## src/rtl/pipe_hazard_if.sv

```systemverilog
// pipe_hazard_if: hazard-controller bundle of pipeline status inputs and stall/flush controls
interface pipe_hazard_if #(
  parameter int REG_BITS = 4,
  parameter int CNT_BITS = 16
);
  logic [REG_BITS-1:0] id_src1;
  logic                id_src1_valid;
  logic [REG_BITS-1:0] id_src2;
  logic                id_src2_valid;
  logic [REG_BITS-1:0] ex_dest;
  logic                ex_mem_read_enable;
  logic                ex_writeback_enable;
  logic                branch_taken;
  logic                mem_read_enable;
  logic                mem_write_enable;
  logic                pc_enable;
  logic                if_id_enable;
  logic                if_id_flush;
  logic                id_ex_enable;
  logic                id_ex_flush;
  logic                ex_mem_enable;
  logic                mem_wb_flush;
  logic                mem_busy;
  logic [CNT_BITS-1:0] stall_count;
  modport master (
    output id_src1, id_src1_valid, id_src2, id_src2_valid, ex_dest,
           ex_mem_read_enable, ex_writeback_enable, branch_taken,
           mem_read_enable, mem_write_enable,
    input  pc_enable, if_id_enable, if_id_flush, id_ex_enable, id_ex_flush,
           ex_mem_enable, mem_wb_flush, mem_busy, stall_count
  );
  modport slave (
    input  id_src1, id_src1_valid, id_src2, id_src2_valid, ex_dest,
           ex_mem_read_enable, ex_writeback_enable, branch_taken,
           mem_read_enable, mem_write_enable,
    output pc_enable, if_id_enable, if_id_flush, id_ex_enable, id_ex_flush,
           ex_mem_enable, mem_wb_flush, mem_busy, stall_count
  );
endinterface

```

## src/rtl/pipe_hazard_controller.sv

```systemverilog
// pipe_hazard_controller: stall/flush sequencer for memory waits, taken branches and load-use hazards
module pipe_hazard_controller #(
  parameter int REG_BITS    = 4,
  parameter int MEM_LATENCY = 2,
  parameter int CNT_BITS    = 16
) (
  input logic         clk,
  input logic         rst,
  pipe_hazard_if.slave bus
);
  localparam int W    = (MEM_LATENCY > 1) ? $clog2(MEM_LATENCY) : 1;
  localparam int INIT = (MEM_LATENCY > 1) ? MEM_LATENCY - 2 : 0;
  typedef enum logic {RUN = 1'b0, MEM_WAIT = 1'b1} state_t;
  state_t              state_q, state_d;
  logic [W-1:0]        wcnt_q, wcnt_d;
  logic [CNT_BITS-1:0] cnt_q, cnt_d;
  logic                mem_access, freeze, hit, load_use;
  logic [REG_BITS-1:0] dst;
  // hazard decode, next state and control outputs; the release cycle of a wait never refreezes
  always_comb begin
    dst        = bus.ex_dest;
    mem_access = bus.mem_read_enable | bus.mem_write_enable;
    freeze     = (state_q == RUN && mem_access && MEM_LATENCY > 1) || (state_q == MEM_WAIT && wcnt_q != '0);
    hit        = bus.ex_mem_read_enable && bus.ex_writeback_enable &&
                 ((bus.id_src1_valid && bus.id_src1 == dst) || (bus.id_src2_valid && bus.id_src2 == dst));
    load_use   = !freeze && !bus.branch_taken && hit;
    state_d    = freeze ? MEM_WAIT : RUN;
    wcnt_d     = freeze ? (state_q == RUN ? W'(INIT) : wcnt_q - 1'b1) : '0;
    cnt_d      = ((freeze || load_use) && cnt_q != '1) ? cnt_q + 1'b1 : cnt_q;
    bus.pc_enable     = !rst && !freeze && !load_use;
    bus.if_id_enable  = !rst && !freeze && !load_use;
    bus.if_id_flush   = rst || (!freeze && bus.branch_taken);
    bus.id_ex_enable  = !rst && !freeze;
    bus.id_ex_flush   = rst || (!freeze && (bus.branch_taken || load_use));
    bus.ex_mem_enable = !rst && !freeze;
    bus.mem_wb_flush  = rst || freeze;
    bus.mem_busy      = !rst && freeze;
    bus.stall_count   = cnt_q;
  end
  // state, wait counter and saturating stall counter
  always_ff @(posedge clk) begin
    if (rst) begin
      state_q <= RUN;
      wcnt_q  <= '0;
      cnt_q   <= '0;
    end else begin
      state_q <= state_d;
      wcnt_q  <= wcnt_d;
      cnt_q   <= cnt_d;
    end
  end
endmodule
```

## src/flat_wrapper.sv

```systemverilog
// flat-port wrapper written by rule: the top's interface ports become plain ports
module pipe_hazard_controller_flat 
#(
  parameter int REG_BITS    = 4,
  parameter int MEM_LATENCY = 2,
  parameter int CNT_BITS    = 16
)
  (clk, rst, bus_id_src1, bus_id_src1_valid, bus_id_src2, bus_id_src2_valid, bus_ex_dest, bus_ex_mem_read_enable, bus_ex_writeback_enable, bus_branch_taken, bus_mem_read_enable, bus_mem_write_enable, bus_pc_enable, bus_if_id_enable, bus_if_id_flush, bus_id_ex_enable, bus_id_ex_flush, bus_ex_mem_enable, bus_mem_wb_flush, bus_mem_busy, bus_stall_count);
  pipe_hazard_if #(.REG_BITS(REG_BITS), .CNT_BITS(CNT_BITS)) bus_i ();
  input logic clk;
  input logic rst;
  input wire logic [$bits(bus_i.id_src1)-1:0] bus_id_src1;
  input wire logic [$bits(bus_i.id_src1_valid)-1:0] bus_id_src1_valid;
  input wire logic [$bits(bus_i.id_src2)-1:0] bus_id_src2;
  input wire logic [$bits(bus_i.id_src2_valid)-1:0] bus_id_src2_valid;
  input wire logic [$bits(bus_i.ex_dest)-1:0] bus_ex_dest;
  input wire logic [$bits(bus_i.ex_mem_read_enable)-1:0] bus_ex_mem_read_enable;
  input wire logic [$bits(bus_i.ex_writeback_enable)-1:0] bus_ex_writeback_enable;
  input wire logic [$bits(bus_i.branch_taken)-1:0] bus_branch_taken;
  input wire logic [$bits(bus_i.mem_read_enable)-1:0] bus_mem_read_enable;
  input wire logic [$bits(bus_i.mem_write_enable)-1:0] bus_mem_write_enable;
  output wire logic [$bits(bus_i.pc_enable)-1:0] bus_pc_enable;
  output wire logic [$bits(bus_i.if_id_enable)-1:0] bus_if_id_enable;
  output wire logic [$bits(bus_i.if_id_flush)-1:0] bus_if_id_flush;
  output wire logic [$bits(bus_i.id_ex_enable)-1:0] bus_id_ex_enable;
  output wire logic [$bits(bus_i.id_ex_flush)-1:0] bus_id_ex_flush;
  output wire logic [$bits(bus_i.ex_mem_enable)-1:0] bus_ex_mem_enable;
  output wire logic [$bits(bus_i.mem_wb_flush)-1:0] bus_mem_wb_flush;
  output wire logic [$bits(bus_i.mem_busy)-1:0] bus_mem_busy;
  output wire logic [$bits(bus_i.stall_count)-1:0] bus_stall_count;
  assign bus_i.id_src1 = bus_id_src1;
  assign bus_i.id_src1_valid = bus_id_src1_valid;
  assign bus_i.id_src2 = bus_id_src2;
  assign bus_i.id_src2_valid = bus_id_src2_valid;
  assign bus_i.ex_dest = bus_ex_dest;
  assign bus_i.ex_mem_read_enable = bus_ex_mem_read_enable;
  assign bus_i.ex_writeback_enable = bus_ex_writeback_enable;
  assign bus_i.branch_taken = bus_branch_taken;
  assign bus_i.mem_read_enable = bus_mem_read_enable;
  assign bus_i.mem_write_enable = bus_mem_write_enable;
  assign bus_pc_enable = bus_i.pc_enable;
  assign bus_if_id_enable = bus_i.if_id_enable;
  assign bus_if_id_flush = bus_i.if_id_flush;
  assign bus_id_ex_enable = bus_i.id_ex_enable;
  assign bus_id_ex_flush = bus_i.id_ex_flush;
  assign bus_ex_mem_enable = bus_i.ex_mem_enable;
  assign bus_mem_wb_flush = bus_i.mem_wb_flush;
  assign bus_mem_busy = bus_i.mem_busy;
  assign bus_stall_count = bus_i.stall_count;
  pipe_hazard_controller #(.REG_BITS(REG_BITS), .MEM_LATENCY(MEM_LATENCY), .CNT_BITS(CNT_BITS)) u_core (.clk(clk), .rst(rst), .bus(bus_i));
endmodule
```

## config.mk

```make
export PLATFORM = sky130hd
export DESIGN_NAME = pipe_hazard_controller_flat
export DESIGN_NICKNAME = d
export VERILOG_FILES = /design/src/rtl/pipe_hazard_if.sv /design/src/rtl/pipe_hazard_controller.sv /design/src/flat_wrapper.sv
export SDC_FILE = /design/constraint.sdc
export NUM_CORES = 1
export LEC_CHECK = 0
export ABC_AREA = 1
export BUFFER_PORTS_ARGS = -buffer_cell sky130_fd_sc_hd__buf_2
export CORE_UTILIZATION = 44
export DETAILED_ROUTE_END_ITERATION = 12
export GPL_ROUTABILITY_DRIVEN = 0
export PLACE_DENSITY = 0.79
export SLEW_MARGIN = 10
export SYNTH_ARGS = -nofsm -noshare
export SYNTH_HDL_FRONTEND = slang
export SYNTH_SLANG_ARGS = --single-unit
```

## constraint.sdc

```tcl
create_clock -name clk -period 2.3 [get_ports clk]
set_clock_uncertainty 0.05 [all_clocks]
set_input_delay 0.575 -clock clk [delete_from_list [all_inputs] [get_ports clk]]
set_output_delay 0.575 -clock clk [all_outputs]
set_load 0.03 [all_outputs]
```

==> results of run 1 <==
==> through the flow <==
stage                     utilization [%]  hold WS (ns)
after global placement              57.36        0.4779
final                               58.24        0.4672
after global routing                58.24        0.4745
after detailed placement            57.36        0.4757
after floorplan                         -        0.5577
after CTS                           58.24        0.4640
==> final cells by class <==
class / instances / area [µm²]
Timing Repair Buffer: 47 / 242.7
Inverter: 27 / 101.3
Fill cell: 284 / 1072
Tap cell: 30 / 37.54
Sequential cell: 18 / 360.3
Multi-Input combinational cell: 152 / 730.7
Clock buffer: 3 / 22.52
==> flip-flops by register name, summed over array words and instances, names as in the netlist <==
signal                  cells
u_core.wcnt_q               1
u_core.state_q              1
u_core.bus.stall_count     16
==> layer usage <==
layer  GRT usage, %  up-vias
li1               -      718
met1          21.77      530
met2          27.37       42
met3          4.684        5
met4          9.286        0
met5              0        -
==> final timing paths <==
kind	from	end	slack, ns	depth (start not counted)
setup / recovery	bus_mem_write_enable	bus_id_ex_flush	0.21	7
hold / removal	rst	u_core.state_q	0.47	2
setup reg to reg	u_core.bus.stall_count[0]	u_core.bus.stall_count[0]	0.53	9
hold reg to reg	u_core.bus.stall_count[1]	u_core.bus.stall_count[1]	0.49	2
==> cells by family (layout without fill, tap and decap cells) <==
group | count (synthesis) | after routing | share of synthesized area [%]
flops | 18 | 18 | 28.89
simple gates | 127 | 127 | 45.24
other cells | 1 | 1 | 0.3006
xor+xnor | 6 | 6 | 4.213
buf+inv | 34 | 77 | 13.14
compound gates | 17 | 17 | 7.222
fa+ha+maj | 1 | 1 | 1.003
==> placed cells by master (no fill, tap or decap), types with 2 or more instances in the layout <==
cell      synthesis  routed
nand2_2           3       3
inv_1            21      21
nand2_1          51      51
xor2_1            3       3
nor2_1           42      41
inv_2             4       4
xnor2_1           3       3
nor2_2            2       2
clkbuf_4          0       3
nand3b_1          3       3
nor2_4            1       2
buf_2             2      44
a21oi_1          12      12
buf_4             2       3
o21ai_1           2       2
clkinv_1          2       2
nand3_1          16      16
nand4_1           3       3
dfxtp_1          18      18
==> power groups by stage <==
stage               clock network [mW]  registers (mW)  logic [mW]
finish                           0.158           0.350       0.215
global route                     0.174           0.353       0.240
CTS                              0.163           0.349       0.216
detailed placement                   0           0.356       0.215
global placement                     0           0.356       0.212
floorplan                            0           0.383       0.138
==> critical path: stages <==
cell and delay [ns]:
buf_2 0.10, o21ai_1 0.11, o21ai_1 0.14, nor2_1 0.15, nand2_2 0.08, o211ai_1 0.08, buf_2 0.23
==> impl_metrics.tcl, run 1 <==
set metrics [dict create \
    clockBufferDepth 2 \
    dp.cells 274 \
    wl_um 2553 \
    grt-ovfl-total 0 \
    crit_path_max_fanout 5 \
    final_antenna_net_count 0 \
    drt-initial-drc-count 33 \
    root_buffer "clkbuf_4" \
    hold_path.class "in2reg" \
    synth_top_area_share_pct 28.89 \
    cts_tree "yes" \
    start_util_pct 48.59 \
    ys_types 31 \
    yosysMostFrequentCell "nand2_1" \
    drive_gt1_share_pct 25.91 \
    path_class "in2out" \
    p_per_area_nw_per_um2 483.3 \
    met2RoutedLength_um 1075 \
    portBuffers 44 \
    syn_inst 204 \
    synth.yosys.seq_area_share_pct 28.89 \
    dp_slack_ns 0.2064 \
    wl_met3_um 147 \
    row_count 18 \
    max-cap-violations 0 \
    seq_power_share_pct 48.4 \
    tns_ns 0 \
    yosys_most_used_dff "dfxtp_1" \
    worstPathArrival_ns 1.46 \
    core_area_um2 2567 \
    avgSynthCellArea_um2 6.115 \
    netlist_top_cells_area "dfxtp_1 (29%), nand2_1 (15%), nor2_1 (13%)" \
    yosys.area.top_type "dfxtp_1" \
    cp-end-kind "primary output" \
    crit_path_start_kind "input pin" \
    slew_viol_final 0 \
    max_clock_freq_ghz 0.4790 \
    post-route-period-util_pct 90.77 \
    rsz0062_at_grt "false" \
    path_clk_slew_ns 0.10 \
    clkLatencyLatePin_ns 0.29 \
    ys_warn_count 0 \
    vias_per_cell 4.675 \
    finalPower_uw 722.6 \
    cts.sinks 18 \
    cts_buffers 3 \
    synth-seq-cells 18 \
    synth_nets 226 \
    post_drt_wl_per_cell_um 9.217 \
    die_area_um2 3052 \
    p_int_uw 466.2 \
    cts-hold-fix-buffers 0 \
    met1Wirelength_um 1287 \
    stdcell_count 277 \
    synth_edf_count 0 \
    grt_max_degree 29 \
    syn_to_final_growth_pct 19.86 \
    firstDrtPassIters 4 \
    status "complete, no violations" \
    num_vias 1295 \
    timing.final.hold_violations 0 \
    antenna_found_initial 0 \
    comb_power_share_pct 29.8 \
    die_h_um 55.25 \
    period_minus_slack_ns 2.088 \
    power_frac_clock_pct 21.8 \
    grt_pass1_vias 1080 \
    dp.final_hpwl_um 1943 \
    grt_pass1_wl_um 4353 \
    drc 0 \
    ir_drop_mv 0.4278 \
    grt_use_total_pct 17.46 \
    p_leak_nw 0.7830 \
    cp.required_ns 1.67 \
    htreeDepth 1 \
    swShare_pct 35.48 \
    dpl_cell_area_um2 1473 \
    fin_nets 271 \
    synthTopCellsByCount "nand2_1 (51), nor2_1 (42), inv_1 (21), dfxtp_1 (18), nand3_1 (16)" \
    fin_ws_ns 0.2122 \
    postCtsSetupBuffers 0 \
    cts_resized 0 \
    async_flop_share_pct 0 \
    die_x_um 55.25 \
    syn-cell-area_um2 1247 \
    diodes 0 \
    design_area_um2 1495 \
    top_layer "met4" \
    io_pins 45 \
    netSwitchingPower_uw 256.4 \
    final-setup-viol-count 0 \
]
No activity file was read; power rests on OpenSTA's default activity.
==> run 2, diff against run 1 <==
--- a/config.mk
+++ b/config.mk
@@ -11,6 +11,7 @@
 export DETAILED_ROUTE_END_ITERATION = 12
 export GPL_ROUTABILITY_DRIVEN = 0
 export PLACE_DENSITY = 0.79
+export RECOVER_POWER = 100
 export SLEW_MARGIN = 10
 export SYNTH_ARGS = -nofsm -noshare
 export SYNTH_HDL_FRONTEND = slang
==> run 2 against run 1 <==
Compared with the run above:
- non-clock buffer count did not move
- register-to-register slack got worse by 0.10 ns
- critical path depth did not move
- combinational power fell by 4%
- critical path type unchanged
- first-iteration DRC count rose by 9.1%
- die area did not move
- final cell count did not move
- via count fell by 0.46%
- setup slack got worse by 0.0048 ns
- utilization fell by 1.4 points
==> impl_metrics.tcl, run 2 (same netlist as run 1, synthesis figures left out) <==
set metrics [dict create \
    cts_buffers 3 \
    tightest_slew_ns 0.5126 \
    portBuffers 44 \
    clockBufferDepth 2 \
    critPathMostFrequentCell "o21ai_1" \
    die_x_um 55.25 \
    die_area_um2 3052 \
    htreeDepth 1 \
    timing.final.hold_violations 0 \
    cts_resized 0 \
    dp_slack_ns 0.2064 \
    largest_reg_flops 16 \
    syn_to_final_growth_pct 17.05 \
    p_per_area_nw_per_um2 489.6 \
    seq_power_share_pct 48.9 \
    multi_input_area_um2 723.2 \
    grt_pass1_vias 1080 \
    wl_um 2561 \
    post-route-period-util_pct 90.98 \
    path_clk_slew_ns 0.10 \
    swShare_pct 35.87 \
    slew_headroom_pct 65.82 \
    postCtsSetupBuffers 0 \
    fillers 299 \
    die_h_um 55.25 \
    worst_hold_slack_ns 0.4659 \
    cts-hold-fix-buffers 0 \
    layout_commonest_cell "nand2_1" \
    post_drt_wl_per_cell_um 9.245 \
    final-setup-viol-count 0 \
    slew_viol_final 0 \
    grt-ovfl-total 0 \
    stdcell_count 277 \
    crit_path_max_fanout 5 \
    status "complete, no violations" \
    path_cells "buf_2 -> o21ai_1 -> o21ai_1 -> nor2_1 -> nand2_2 -> o211ai_1 -> clkbuf_2" \
    cpMaxStageDelayCell "clkbuf_2" \
    grt_max_degree 29 \
    diodes 0 \
    final_antenna_net_count 0 \
    p_int_uw 458.4 \
    row_count 18 \
    max_clock_freq_ghz 0.4779 \
    netSwitchingPower_uw 256.4 \
    vias_per_cell 4.653 \
    core_area_um2 2567 \
    cts_tree "yes" \
    start_util_pct 48.59 \
    worstPathArrival_ns 1.47 \
    critPathMaxStageDelay_ns 0.24 \
    root_buffer "clkbuf_4" \
    tns_ns 0 \
    num_vias 1289 \
    crit_path_start_kind "input pin" \
    cp-end-kind "primary output" \
    grt_pass1_wl_um 4353 \
    p_leak_nw 0.7029 \
    grt_use_total_pct 17.46 \
    path_class "in2out" \
    final_util_pct 56.87 \
    comb_power_share_pct 28.9 \
    antenna_found_initial 0 \
    final_cell_mix "nand2_1 (52), nor2_1 (41), inv_1 (21)" \
    rsz0062_at_grt "false" \
    dp.cells 274 \
    fin_nets 271 \
    hold_path.class "in2reg" \
    drc 0 \
    period_minus_slack_ns 2.093 \
    fin_ws_ns 0.2074 \
    power_frac_clock_pct 22.1 \
    cp.required_ns 1.67 \
    io_pins 45 \
    regArea_um2 360.3 \
    firstDrtPassIters 4 \
    max-cap-violations 0 \
    clkLatencyLatePin_ns 0.30 \
    drt-initial-drc-count 36 \
    ir_drop_mv 0.4159 \
    cts.sinks 18 \
    dp.final_hpwl_um 1943 \
    drive_gt1_share_pct 17.41 \
]
run 2: changes by cell type in the layout (fill, tap and decap cells not counted):
cell,before,now
clkbuf_1,0,20
nand2_4,1,0
buf_4,3,2
clkbuf_2,0,5
buf_2,44,20
nand2_1,51,52
run 2: metal layers:
metal | up-vias | global-route usage [%] | share of wire [%]
li1 | 719 | - | -
met1 | 529 | 21.77 | 51
met2 | 36 | 27.37 | 42
met3 | 5 | 4.684 | 5.4
met4 | 0 | 9.286 | 1.7
met5 | - | 0 | 0
run 2: critical path: cells and delay by family:
family	cells	cell delay [ns]
and+or+nand+nor	2	0.23
AOI/OAI and AO/OA	3	0.33
buffers and inverters	2	0.34
run 2: worst paths after layout:
path,slack (ns),end,from,depth (start not counted)
max,0.21,bus_id_ex_flush,bus_mem_write_enable,7
max reg2reg,0.43,u_core.bus.stall_count[9],u_core.state_q,8
min reg2reg,0.50,u_core.bus.stall_count[1],u_core.bus.stall_count[1],2
min,0.47,u_core.state_q,rst,2
run 2: through the flow:
stage          power, mW  cell area [µm²]
6_report          0.7148             1460
5_1_grt           0.7595             1460
4_1_cts           0.7281             1495
3_5_place_dp      0.5713             1473
3_3_place_gp      0.5687             1473
2_1_floorplan     0.5205             1255
run 2: layout make-up:
type                    instances  area share (%)
multi-input cells             152           49.53
clock buffers                   3           1.542
repair buffers                 47           14.74
well taps                      30           2.571
flip-flops and latches         18           24.68
inverters                      27           6.941
run 2: power by group through the flow:
| stage | clock network [mW] | logic, mW | registers [mW] |
|---|---|---|---|
| detailed placement | 0 | 0.215 | 0.356 |
| CTS | 0.163 | 0.216 | 0.349 |
| finish | 0.158 | 0.207 | 0.350 |
| global route | 0.174 | 0.232 | 0.353 |
| global placement | 0 | 0.212 | 0.356 |
| floorplan | 0 | 0.138 | 0.383 |
==> run 3, diff against run 2 <==
--- a/config.mk
+++ b/config.mk
@@ -11,7 +11,7 @@
 export DETAILED_ROUTE_END_ITERATION = 12
 export GPL_ROUTABILITY_DRIVEN = 0
 export PLACE_DENSITY = 0.79
-export RECOVER_POWER = 100
+export RECOVER_POWER = 25
 export SLEW_MARGIN = 10
 export SYNTH_ARGS = -nofsm -noshare
 export SYNTH_HDL_FRONTEND = slang
==> run 3 against run 2 <==
Compared with the run above:
- routed wire length about the same
- via count increased by 0.62%
- maximum frequency increased by 0.24%
- die area unchanged
- total power increased by 0.99%
- global-route usage unchanged
- sequential share of layout area decreased by 0.40 points
- critical endpoint unchanged
- highest routed layer unchanged
==> impl_metrics.tcl, run 3 (same netlist as run 1, synthesis figures left out) <==
set metrics [dict create \
    fin_nets 271 \
    cts.sinks 18 \
    die_area_um2 3052 \
    max-cap-violations 0 \
    postCtsSetupBuffers 0 \
    firstDrtPassIters 4 \
    tns_ns 0 \
    drc 0 \
    finalPower_uw 721.9 \
    endpoint "bus_id_ex_flush" \
    core_area_um2 2567 \
    die_x_um 55.25 \
    worst_r2r_path_depth 9 \
    grt-ovfl-total 0 \
    max_clock_freq_ghz 0.4790 \
    root_buffer "clkbuf_4" \
    post-route-period-util_pct 90.76 \
    grt_max_degree 29 \
    worstPathArrival_ns 1.46 \
    cp-end-kind "primary output" \
    post_drt_wl_per_cell_um 9.249 \
    final-setup-viol-count 0 \
    final_antenna_net_count 0 \
    drive_gt1_share_pct 22.27 \
    path_class "in2out" \
    layout_commonest_cell "nand2_1" \
    slew_viol_final 0 \
    portBuffers 44 \
    rsz0062_at_grt "false" \
    diodes 0 \
    grt_pass1_vias 1080 \
    ff2ff_setup_slack_ns 0.52 \
    drt-initial-drc-count 36 \
    status "complete, no violations" \
    timing.rr.end "u_core.bus.stall_count[0]" \
    htreeDepth 1 \
    row_count 18 \
    dp.final_hpwl_um 1943 \
    grt_use_total_pct 17.46 \
    dp.cells 274 \
    cp-startpoint "bus_mem_write_enable" \
    cts_resized 0 \
    cts_tree "yes" \
    syn_to_final_growth_pct 18.96 \
    cts_buffers 3 \
    num_vias 1297 \
    largest_reg_flops 16 \
    crit_path_max_fanout 5 \
    clockBufferDepth 2 \
    p_leak_nw 0.7445 \
    io_pins 45 \
    hold_path.class "in2reg" \
    clkLatencyLatePin_ns 0.29 \
    grt_pass1_wl_um 4353 \
    antenna_found_initial 0 \
    crit_path_start_kind "input pin" \
    path_clk_slew_ns 0.10 \
    ir_drop_mv 0.4287 \
    final_util_pct 57.80 \
    cp.required_ns 1.67 \
    start_util_pct 48.59 \
    final_cell_mix "nand2_1 (51), nor2_1 (41), buf_2 (35)" \
    p_per_area_nw_per_um2 486.5 \
    vias_per_cell 4.682 \
    stdcell_count 277 \
    wl_um 2562 \
    cts-hold-fix-buffers 0 \
    fillers 291 \
    die_h_um 55.25 \
    period_minus_slack_ns 2.088 \
    timing.final.hold_violations 0 \
    timing.rr.start "u_core.bus.stall_count[0]" \
]
[run 3: cell types whose count changed in the layout (fill, tap and decap cells not counted)]
cell,change
buf_4,+1
clkbuf_2,-5
clkbuf_1,-11
nand2_4,+1
buf_2,+15
nand2_1,-1
[run 3: layout make-up]
type,instances,area (µm²),area share (%)
Multi-Input combinational cell,152,730.7,49.24
Sequential cell,18,360.3,24.28
Timing Repair Buffer,47,231.5,15.60
Inverter,27,101.3,6.830
Tap cell,30,37.54,2.530
Clock buffer,3,22.52,1.518
[run 3: routing by layer]
layer,global-route usage [%],part of all wire [%],vias to the layer above
met5,0,0,-
met4,9.286,1.7,0
met3,4.684,5.7,5
met2,27.37,41,40
met1,21.77,51,532
li1,-,-,720
[run 3: where the power goes]
part	total [mW]	switching, mW	leakage [nW]	internal, mW
clock network	0.158	0.0970	0.0138	0.0610
logic	0.214	0.140	0.583	0.0745
registers	0.350	0.0203	0.147	0.329
total	0.722	0.257	0.745	0.465
[run 3: metrics by stage]
| step | hold WS [ns] | cell area [µm²] | setup WS, ns |
|---|---|---|---|
| after floorplan | 0.5577 | 1255 | 0.04298 |
| after global placement | 0.4779 | 1473 | 0.2413 |
| after detailed placement | 0.4757 | 1473 | 0.2064 |
| after CTS | 0.4640 | 1495 | 0.2015 |
| after global routing | 0.4745 | 1484 | 0.06713 |
| final | 0.4670 | 1484 | 0.2124 |
[run 3: worst max-delay path, cell delays in order]
cell and delay (ns):
buf_2 0.10, o21ai_1 0.11, o21ai_1 0.14, nor2_1 0.15, nand2_2 0.08, o211ai_1 0.08
buf_2 0.23
[run 3: worst min-delay path by stage]
stage,from,to,cells past startpoint
finish,rst,u_core.state_q,2
global route,rst,u_core.state_q,2
CTS,rst,u_core.state_q,2
detailed placement,u_core.bus.stall_count[1],u_core.bus.stall_count[1],2
global placement,u_core.bus.stall_count[4],u_core.bus.stall_count[4],2
floorplan,u_core.wcnt_q,u_core.state_q,4
